**src/rtl/vga_mem_reader_if.sv**
```systemverilog
// Read port between the VGA bitmap reader and the data memory.
// The reader presents a word address and samples the returned word.
interface vga_mem_reader_if;
   logic [7:0]  addressForVga;
   logic [31:0] rdataForVga;

   modport master (output addressForVga, input  rdataForVga);
   modport slave  (input  addressForVga, output rdataForVga);
endinterface

```
**src/rtl/vga_mem_reader.sv**
```systemverilog
// Renders one 16-word page of data memory as a 32x16 bit-cell bitmap on 640x480@60 VGA.
// One word is fetched per line during horizontal blanking; no dividers, cell position is counted.
module vga_mem_reader #(
   parameter int          CELL_W   = 16,
   parameter int          CELL_H   = 30,
   parameter logic [23:0] FG_RGB   = 24'hFFFFFF,
   parameter logic [23:0] BG_RGB   = 24'h000080,
   parameter int          H_ACTIVE = 640,
   parameter int          H_FP     = 16,
   parameter int          H_SYNC   = 96,
   parameter int          H_BP     = 48,
   parameter int          V_ACTIVE = 480,
   parameter int          V_FP     = 10,
   parameter int          V_SYNC   = 2,
   parameter int          V_BP     = 33
) (
   input  logic             clk,
   input  logic             reset,
   input  logic [3:0]       pageSel,
   vga_mem_reader_if.master mem,
   output logic             vga_clk,
   output logic             hsync,
   output logic             vsync,
   output logic             blank_n,
   output logic             sync_n,
   output logic [7:0]       vga_r,
   output logic [7:0]       vga_g,
   output logic [7:0]       vga_b
);

   typedef logic [9:0] cnt_t;

   localparam cnt_t H_LAST      = cnt_t'(H_ACTIVE + H_FP + H_SYNC + H_BP - 1);
   localparam cnt_t V_LAST      = cnt_t'(V_ACTIVE + V_FP + V_SYNC + V_BP - 1);
   localparam cnt_t H_ACT       = cnt_t'(H_ACTIVE);
   localparam cnt_t V_ACT       = cnt_t'(V_ACTIVE);
   localparam cnt_t V_ACT_LAST  = cnt_t'(V_ACTIVE - 1);
   localparam cnt_t H_SYNC_S    = cnt_t'(H_ACTIVE + H_FP);
   localparam cnt_t H_SYNC_E    = cnt_t'(H_ACTIVE + H_FP + H_SYNC);
   localparam cnt_t V_SYNC_S    = cnt_t'(V_ACTIVE + V_FP);
   localparam cnt_t V_SYNC_E    = cnt_t'(V_ACTIVE + V_FP + V_SYNC);
   localparam cnt_t DISP_W      = cnt_t'(32 * CELL_W);
   localparam cnt_t CELL_W_LAST = cnt_t'(CELL_W - 1);
   localparam cnt_t CELL_H_LAST = cnt_t'(CELL_H - 1);

   localparam logic [1:0] S_IDLE = 2'd0;
   localparam logic [1:0] S_ADDR = 2'd1;
   localparam logic [1:0] S_CAPT = 2'd2;

   logic        pix_en_q;
   cnt_t        hcount_q, hcount_d, vcount_q, vcount_d;
   cnt_t        hcell_q, hcell_d, vcell_q, vcell_d;
   logic [4:0]  hbit_q, hbit_d;
   logic [3:0]  vrow_q, vrow_d;
   logic [1:0]  state_q, state_d;
   logic [7:0]  addr_q, addr_d;
   logic [31:0] line_q, line_d;
   logic [3:0]  page_q, page_d;
   logic        hsync_q, hsync_d, vsync_q, vsync_d, blank_n_q, blank_n_d;
   logic [23:0] rgb_q, rgb_d;

   logic        last_line, nv_valid, active;
   logic [3:0]  nrow;

   // NOTE: every always_comb output gets a default first, so no path leaves a latch behind.
   always_comb begin
      hcount_d = hcount_q;
      vcount_d = vcount_q;
      hcell_d  = hcell_q;
      hbit_d   = hbit_q;
      vcell_d  = vcell_q;
      vrow_d   = vrow_q;
      if (pix_en_q) begin
         if (hcount_q == H_LAST) begin
            hcount_d = '0;
            hcell_d  = '0;
            hbit_d   = '0;
            if (vcount_q == V_LAST) begin
               vcount_d = '0;
               vcell_d  = '0;
               vrow_d   = '0;
            end else begin
               vcount_d = vcount_q + 10'd1;
               if (vcell_q == CELL_H_LAST) begin
                  vcell_d = '0;
                  vrow_d  = vrow_q + 4'd1;
               end else begin
                  vcell_d = vcell_q + 10'd1;
               end
            end
         end else begin
            hcount_d = hcount_q + 10'd1;
            if (hcell_q == CELL_W_LAST) begin
               hcell_d = '0;
               hbit_d  = hbit_q + 5'd1;
            end else begin
               hcell_d = hcell_q + 10'd1;
            end
         end
      end
   end

   // Row of the line about to be displayed; the last blanking line prefetches row 0.
   assign last_line = (vcount_q == V_LAST);
   assign nv_valid  = last_line || (vcount_q < V_ACT_LAST);
   assign nrow      = last_line ? 4'd0 : ((vcell_q == CELL_H_LAST) ? vrow_q + 4'd1 : vrow_q);

   always_comb begin
      state_d = state_q;
      addr_d  = addr_q;
      line_d  = line_q;
      page_d  = page_q;
      case (state_q)
         S_IDLE: begin
            if (pix_en_q && (hcount_q == H_ACT) && nv_valid) begin
               addr_d  = {page_q, nrow};
               state_d = S_ADDR;
            end
         end
         S_ADDR: state_d = S_CAPT;
         S_CAPT: begin
            line_d  = mem.rdataForVga;
            state_d = S_IDLE;
         end
         default: state_d = S_IDLE;
      endcase
      // Page only changes in vertical blanking so a frame never mixes two pages.
      if (pix_en_q && (vcount_q == V_ACT) && (hcount_q == '0)) page_d = pageSel;
   end

   assign active = (hcount_q < H_ACT) && (vcount_q < V_ACT);

   always_comb begin
      hsync_d   = !((hcount_q >= H_SYNC_S) && (hcount_q < H_SYNC_E));
      vsync_d   = !((vcount_q >= V_SYNC_S) && (vcount_q < V_SYNC_E));
      blank_n_d = active;
      rgb_d     = '0;
      if (active && (hcount_q < DISP_W)) rgb_d = line_q[~hbit_q] ? FG_RGB : BG_RGB;
   end

   // NOTE: state uses non-blocking assignments so all registers update from pre-edge values.
   always_ff @(posedge clk) begin
      if (reset) begin
         pix_en_q  <= 1'b0;
         hcount_q  <= '0;
         vcount_q  <= '0;
         hcell_q   <= '0;
         hbit_q    <= '0;
         vcell_q   <= '0;
         vrow_q    <= '0;
         state_q   <= S_IDLE;
         addr_q    <= '0;
         line_q    <= '0;
         page_q    <= '0;
         hsync_q   <= 1'b1;
         vsync_q   <= 1'b1;
         blank_n_q <= 1'b0;
         rgb_q     <= '0;
      end else begin
         pix_en_q  <= ~pix_en_q;
         hcount_q  <= hcount_d;
         vcount_q  <= vcount_d;
         hcell_q   <= hcell_d;
         hbit_q    <= hbit_d;
         vcell_q   <= vcell_d;
         vrow_q    <= vrow_d;
         state_q   <= state_d;
         addr_q    <= addr_d;
         line_q    <= line_d;
         page_q    <= page_d;
         hsync_q   <= hsync_d;
         vsync_q   <= vsync_d;
         blank_n_q <= blank_n_d;
         rgb_q     <= rgb_d;
      end
   end

   assign mem.addressForVga = addr_q;
   assign vga_clk = pix_en_q;
   assign hsync   = hsync_q;
   assign vsync   = vsync_q;
   assign blank_n = blank_n_q;
   assign sync_n  = 1'b0;
   assign vga_r   = rgb_q[23:16];
   assign vga_g   = rgb_q[15:8];
   assign vga_b   = rgb_q[7:0];

endmodule
```
**src/flat_wrapper.sv**
```systemverilog
// flat-port wrapper written by rule: the top's interface ports become plain ports
module vga_mem_reader_flat 
#(
   parameter int          CELL_W   = 16,
   parameter int          CELL_H   = 30,
   parameter logic [23:0] FG_RGB   = 24'hFFFFFF,
   parameter logic [23:0] BG_RGB   = 24'h000080,
   parameter int          H_ACTIVE = 640,
   parameter int          H_FP     = 16,
   parameter int          H_SYNC   = 96,
   parameter int          H_BP     = 48,
   parameter int          V_ACTIVE = 480,
   parameter int          V_FP     = 10,
   parameter int          V_SYNC   = 2,
   parameter int          V_BP     = 33
)
  (clk, reset, pageSel, vga_clk, hsync, vsync, blank_n, sync_n, vga_r, vga_g, vga_b, mem_addressForVga, mem_rdataForVga);
  vga_mem_reader_if mem_i ();
  input  logic clk;
  input  logic reset;
  input  logic [3:0] pageSel;
  output logic vga_clk;
  output logic hsync;
  output logic vsync;
  output logic blank_n;
  output logic sync_n;
  output logic [7:0] vga_r;
  output logic [7:0] vga_g;
  output logic [7:0] vga_b;
  output wire logic [$bits(mem_i.addressForVga)-1:0] mem_addressForVga;
  input wire logic [$bits(mem_i.rdataForVga)-1:0] mem_rdataForVga;
  assign mem_addressForVga = mem_i.addressForVga;
  assign mem_i.rdataForVga = mem_rdataForVga;
  vga_mem_reader #(.CELL_W(CELL_W), .CELL_H(CELL_H), .FG_RGB(FG_RGB), .BG_RGB(BG_RGB), .H_ACTIVE(H_ACTIVE), .H_FP(H_FP), .H_SYNC(H_SYNC), .H_BP(H_BP), .V_ACTIVE(V_ACTIVE), .V_FP(V_FP), .V_SYNC(V_SYNC), .V_BP(V_BP)) u_core (.clk(clk), .reset(reset), .pageSel(pageSel), .mem(mem_i), .vga_clk(vga_clk), .hsync(hsync), .vsync(vsync), .blank_n(blank_n), .sync_n(sync_n), .vga_r(vga_r), .vga_g(vga_g), .vga_b(vga_b));
endmodule
```
**config.mk**
```make
export PLATFORM = sky130hd
export DESIGN_NAME = vga_mem_reader_flat
export DESIGN_NICKNAME = d
export VERILOG_FILES = /design/src/rtl/vga_mem_reader_if.sv /design/src/rtl/vga_mem_reader.sv /design/src/flat_wrapper.sv
export SDC_FILE = /design/constraint.sdc
export NUM_CORES = 1
export LEC_CHECK = 0
export ABC_AREA = 1
export CAP_MARGIN = 25
export CELL_PAD_IN_SITES_DETAIL_PLACEMENT = 1
export CELL_PAD_IN_SITES_GLOBAL_PLACEMENT = 2
export CORE_MARGIN = 8
export CORE_UTILIZATION = 35
export DETAILED_ROUTE_END_ITERATION = 10
export DONT_BUFFER_PORTS = 1
export GPL_ROUTABILITY_DRIVEN = 0
export PLACE_DENSITY_LB_ADDON = 0.1
export SLEW_MARGIN = 10
export SYNTH_ARGS = -nofsm -noshare
export SYNTH_HDL_FRONTEND = slang
export SYNTH_SLANG_ARGS = --single-unit
export TNS_END_PERCENT = 10
```
**constraint.sdc**
```tcl
create_clock -name clk -period 2.1 [get_ports clk]
set_input_delay 0.42 -clock clk [delete_from_list [all_inputs] [get_ports clk]]
set_output_delay 0.42 -clock clk [all_outputs]
set_load 0.03 [all_outputs]
```
# [Word level (Yosys, flattened, before mapping)]
# Index checks and enable logic that the tools add are counted.
[op_classes] add_sub_neg=6 multipliers=0 n_div=0 order_cmp=9 n_eq_ne=9 shifts=0 muxes=15 bitwise=3 reduce_logical=18
[op_table] cell="$mux W10" count=6
[op_table] cell="$add A10 B1 Y10 const B" count=4
[op_table] cell="$eq A10 B10 Y1 const B" count=3
[op_table] cell="$lt A10 B10 Y1 const B" count=3
[op_table] cell="$lt A10 B9 Y1 const B" count=3
[op_table] cell="$mux W24" count=1
[op_table] cell="$eq A10 B4 Y1 const B" count=1
[op_table] cell="$eq A10 B5 Y1 const B" count=1
[op_table] cell="$eq A10 B9 Y1 const B" count=1
[op_table] cell="$ge A10 B10 Y1 const B" count=1
[op_table] cell="$ge A10 B9 Y1 const B" count=1
[op_table] cell="$logic_not A10 Y1" count=1
[op_table] cell="$mux W5" count=2
[op_table] cell="$logic_and A1 B1 Y1" count=8
[op_table] cell="$mux W4" count=2
[op_table] cell="$lt A5 B6 Y1 const B" count=1
[op_table] cell="$reduce_and A2 Y1" count=3
[op_table] cell="$add A5 B1 Y5 const B" count=1
[op_table] cell="$bmux W1 S5" count=1
[op_table] cell="$not A5 Y5" count=1
[op_table] cell="$add A4 B1 Y4 const B" count=1
[op_table] cell="$pmux W2 S2" count=1
[op_table] cell="$eq A2 B1 Y1 const B" count=1
[op_table] cell="$eq A2 B2 Y1 const B" count=1
[op_table] cell="other kinds (9)" count=11
[word_totals] register_bits=123 latchBits=0 mem_bits_rw=0 rom_bits=0 in_bits=38 output_inout_bits=37 elab_cells=75 n_memories=0

# [Depth between registers and ports, before layout]
[logic_depth] depth_word=5 ltp_mapped=10 mapped_depth_nobuf=10

# [Least setup slack after synthesis]
# No wires, ideal clock.
[synth_path] kind="register -> register" startpoint="register u_core.pix_en_q, in the netlist u_core.vga_clk" endpoint="register u_core.hcount_q[8]" setup_time_ns=0.080 arrival_ns=1.502 required_ns=2.020 path_slack_ns=0.518 stages_incl_launch_ff=9 path_buffers=1 period_less_slack_ns=1.582 cell_sequence="dfxtp_1 -> buf_4 -> inv_1 -> nor2_1 -> inv_1 -> nor2_1 -> nand2_1 -> o21ai_0 -> nor3b_1"
[synth_rtl] item="start, declared" line_no="vga_mem_reader.sv:50" rtl="logic pix_en_q;"
[synth_rtl] item="start signal, assigned" line_no="vga_mem_reader.sv:160" rtl="pix_en_q <= ~pix_en_q;"
[synth_rtl] item="end signal, assigned" line_no="vga_mem_reader.sv:161" rtl="hcount_q <= hcount_d;"
[synth_rtl] item="end, declared" line_no="vga_mem_reader.sv:51" rtl="cnt_t hcount_q, hcount_d, vcount_q, vcount_d;"

# [Worst setup path after layout]
[layout_path] startpoint="register u_core.hcount_q[1]" endpoint="register u_core.vcell_q[8]"
[layout_between] elab_chain_len=2
[layout_rtl] item="$eq A10 B10 Y1" line_no="vga_mem_reader.sv:74" rtl="if (hcount_q == H_LAST) begin"
[layout_rtl] item="$reduce_and A2 Y1 (no source line)"
[layout_rtl] item="end signal, assigned" line_no="vga_mem_reader.sv:165" rtl="vcell_q <= vcell_d;"
[layout_rtl] item="end, declared" line_no="vga_mem_reader.sv:52" rtl="cnt_t hcell_q, hcell_d, vcell_q, vcell_d;"
# Every way passes these cells.
# A chain may end at the register's enable or synchronous reset.

==> results.tsv <==
metric	value	unit
Hold Path Cell Cnt	1	
worst reg2reg setup slack	180	ps
CTS Hold Bufs	0	
grt total ovfl	0	
PortBufs	0	
Max Slew Vio Count	0	
fin cells	933	
DR vias	4594	
period utilization	91.6	%
share of cells above drive strength 1	6.54	%
Buffers & Inverters on Critical Path	2	
DRC	0	
Final ANT Viol Nets	0	
MaxCap Viol Count	0	
CP Depth	10	
initial antenna violation count	0	
skew final	6.78	ps
Sequential cell area	2030	um^2
Layout Nets	791	
Synth Flop Type	dfxtp_1	
Max H-tree Level	3	
Core Rows	44	
critical path arrival	2160	ps
sequential area share after synthesis	39.5	%
Skew-Pair Late Insertion Delay	350	ps
Wirelength per Cell	15.4	um
DP Cell Count	917	
final WL	14.4	mm
post-synth cell types	40	
initial DRC count	267	
global-route usage over all layers	16.0	%
cells after synthesis	764	
P per Cell Area	705	nW/um^2
Post-Synth Adder-Cell Area	2.20	%
Post-Syn Area per Cell	6.70	um^2
Root Buffer	clkbuf_16	
TritonCTS clock tree	done	
clock sink count	101	
die area	18700	um^2
Syn Std Cell Area	5120	um^2
Slowest cell on crit path	dfxtp_1	
Setup Viol. Count Final	0	
Initial Utilization	35.5	%
status	finished, final reports clean	
post-synthesis xor/xnor area fraction	1.54	%
static leakage power	2.31	nW
top cells by area, synth	dfxtp_1 40%, nand2_1 11%, nor2_1 11%	
area leader, netlist	dfxtp_1	
Synth Warn #	0	
WP data required	2340	ps
largest net degree at the start of global routing	46	
Area growth syn-to-layout	8.60	%
worst-case clock buffer depth	2	
Setup Buffers After CTS	0	
Worst Setup End Kind	register	
first-pass GRT wire length	23.9	mm
First-pass DRT Iterations	4	
RSZ-0062 raised after global routing	false	
I/O pin cnt	75	
vias in the first global route	4731	
Synth Area in Simple Gates	35.2	%
Post-synth EDFFs	0	
reg2reg path depth	10	
area fraction in compound gates after synthesis	9.68	%
filler instances	1850	
FF+latch count, synth	101	
CP delay by family, top	simple AND/OR/NAND/NOR gates	
largest family of logic cells by synthesized area	simple AND/OR/NAND/NOR gates	
mux cell area share after synthesis	0	%
Synth top area share	39.5	%
CTS Buf Count	9	
die span in x	137	um
setup TNS	0	ps
Worst-path clk slew	70	ps
ANT cells	0	
min Tclk post-route	1920	ps
worst hold path class	in2reg	
critical path's largest stage delay	410	ps
crit path max fanout	17	
Critical Setup Path Class	reg2reg	
chip height	137	um
top cells by count, synth	155 x nand2_1, 155 x nor2_1, 101 x dfxtp_1, 81 x inv_1, 49 x nand3_1	
worst-path cell chain	ha_1, nand2_1, nor2_1, nand3_4, clkinv_2, nand2_4, nand2_4, nand2_2, inv_1, nor2_1	
Final Hold Viols	0	
Async SR Flop Fraction	0	%
Fmax	520	MHz
Worst Setup Start Kind	register	
total core area	14400	um^2
Peak VDD IR	0.406	mV
dpl hpwl	10.8	mm
Avg Vias per Cell	4.92	
Post-Syn Nets	811	
Multi-input gate area	2500	um^2
## layout make-up
type,count,share of cell area [%]
clock buffers,13,4.88
clock inverters,3,1.17
inverters,84,5.69
multi-input cells,531,44.9
flip-flops and latches,101,36.4
well taps,184,4.14
repair buffers,17,2.72
## sequential cells by signal, indices dropped and copies added, names as in the netlist
signal                    count
u_core.vsync                  1
u_core.blank_n                1
u_core.state_q                2
u_core.vga_clk                1
u_core.vcount_q              10
u_core.hbit_q                 5
u_core.page_q                 4
u_core.vrow_q                 4
u_core.vcell_q               10
u_core.hcell_q               10
u_core.hcount_q              10
u_core.rgb_q                  2
u_core.line_q                32
u_core.hsync                  1
u_core.mem.addressForVga      8
## path summary, 6_finish.rpt
check,start,endpoint
max,u_core.hcount_q[1]$_SDFFE_PP0P_,u_core.vcell_q[8]$_SDFFE_PP0P_
max reg2reg,u_core.hcount_q[1]$_SDFFE_PP0P_,u_core.vcell_q[8]$_SDFFE_PP0P_
min reg2reg,u_core.line_q[23]$_SDFFE_PP0N_,u_core.line_q[23]$_SDFFE_PP0N_
min,reset,u_core.hcount_q[7]$_SDFFE_PP0P_
## power by group
part | switching, W | leakage [nW] | internal [W]
Combinational | 0.0000678 | 1.33 | 0.0000287
Clock | 0.000737 | 0.165 | 0.00115
Sequential | 0.0000140 | 0.816 | 0.00192
Total | 0.000819 | 2.31 | 0.00310
## timing repair
action                     in CTS  in global routing
resized for setup               0                  2
hold endpoints to repair        0                  0
setup endpoints to repair       0                 14
## cells by family (layout without fill, tap and decap cells)
family / Yosys count / in the layout
DFF: 101 / 101
xor gates and xnor gates: 9 / 9
adders and majority gates: 9 / 9
buffers and inverters: 132 / 117
and+or+nand+nor: 419 / 419
other: 1 / 1
AOI/OAI and AO/OA: 93 / 93
## per-stage QoR
step	hold WS [ps]	worst slack (ps)	power, W	util, %	area, um^2
after detailed placement	451	95.5	0.00208	36.1	5210
final	135	176	0.00392	38.5	5560
after CTS	116	66.1	0.00398	38.5	5550
after global routing	110	0.550	0.00407	38.5	5560
after global placement	446	225	0.00207	36.1	5210
after floorplan	422	518	0.00205	-	5120
## layer usage
metal / up-vias / GRT usage, % / wire length [um]
met4: 0 / 3.92 / 161
met3: 12 / 4.00 / 429
met2: 42 / 27.5 / 7160
met5: - / 0 / 0
li1: 2364 / - / -
met1: 2176 / 19.6 / 6650
## cells in the final DEF, fill, tap and decap left out, types with 2 or more instances in the layout
master / n
a21oi_1: 34
buf_4: 15
bufinv_16: 2
clkbuf_1: 2
clkbuf_16: 10
clkinv_2: 2
dfxtp_1: 100
ha_1: 9
inv_1: 81
nand2_1: 155
nand2_2: 5
nand2_4: 2
nand3_1: 49
nand3b_1: 6
nand4_1: 17
nor2_1: 155
nor3_1: 17
nor3b_1: 6
o21a_1: 2
o21ai_0: 48
or2_2: 2
xor2_1: 9
Power figures use the tool's default switching activity.
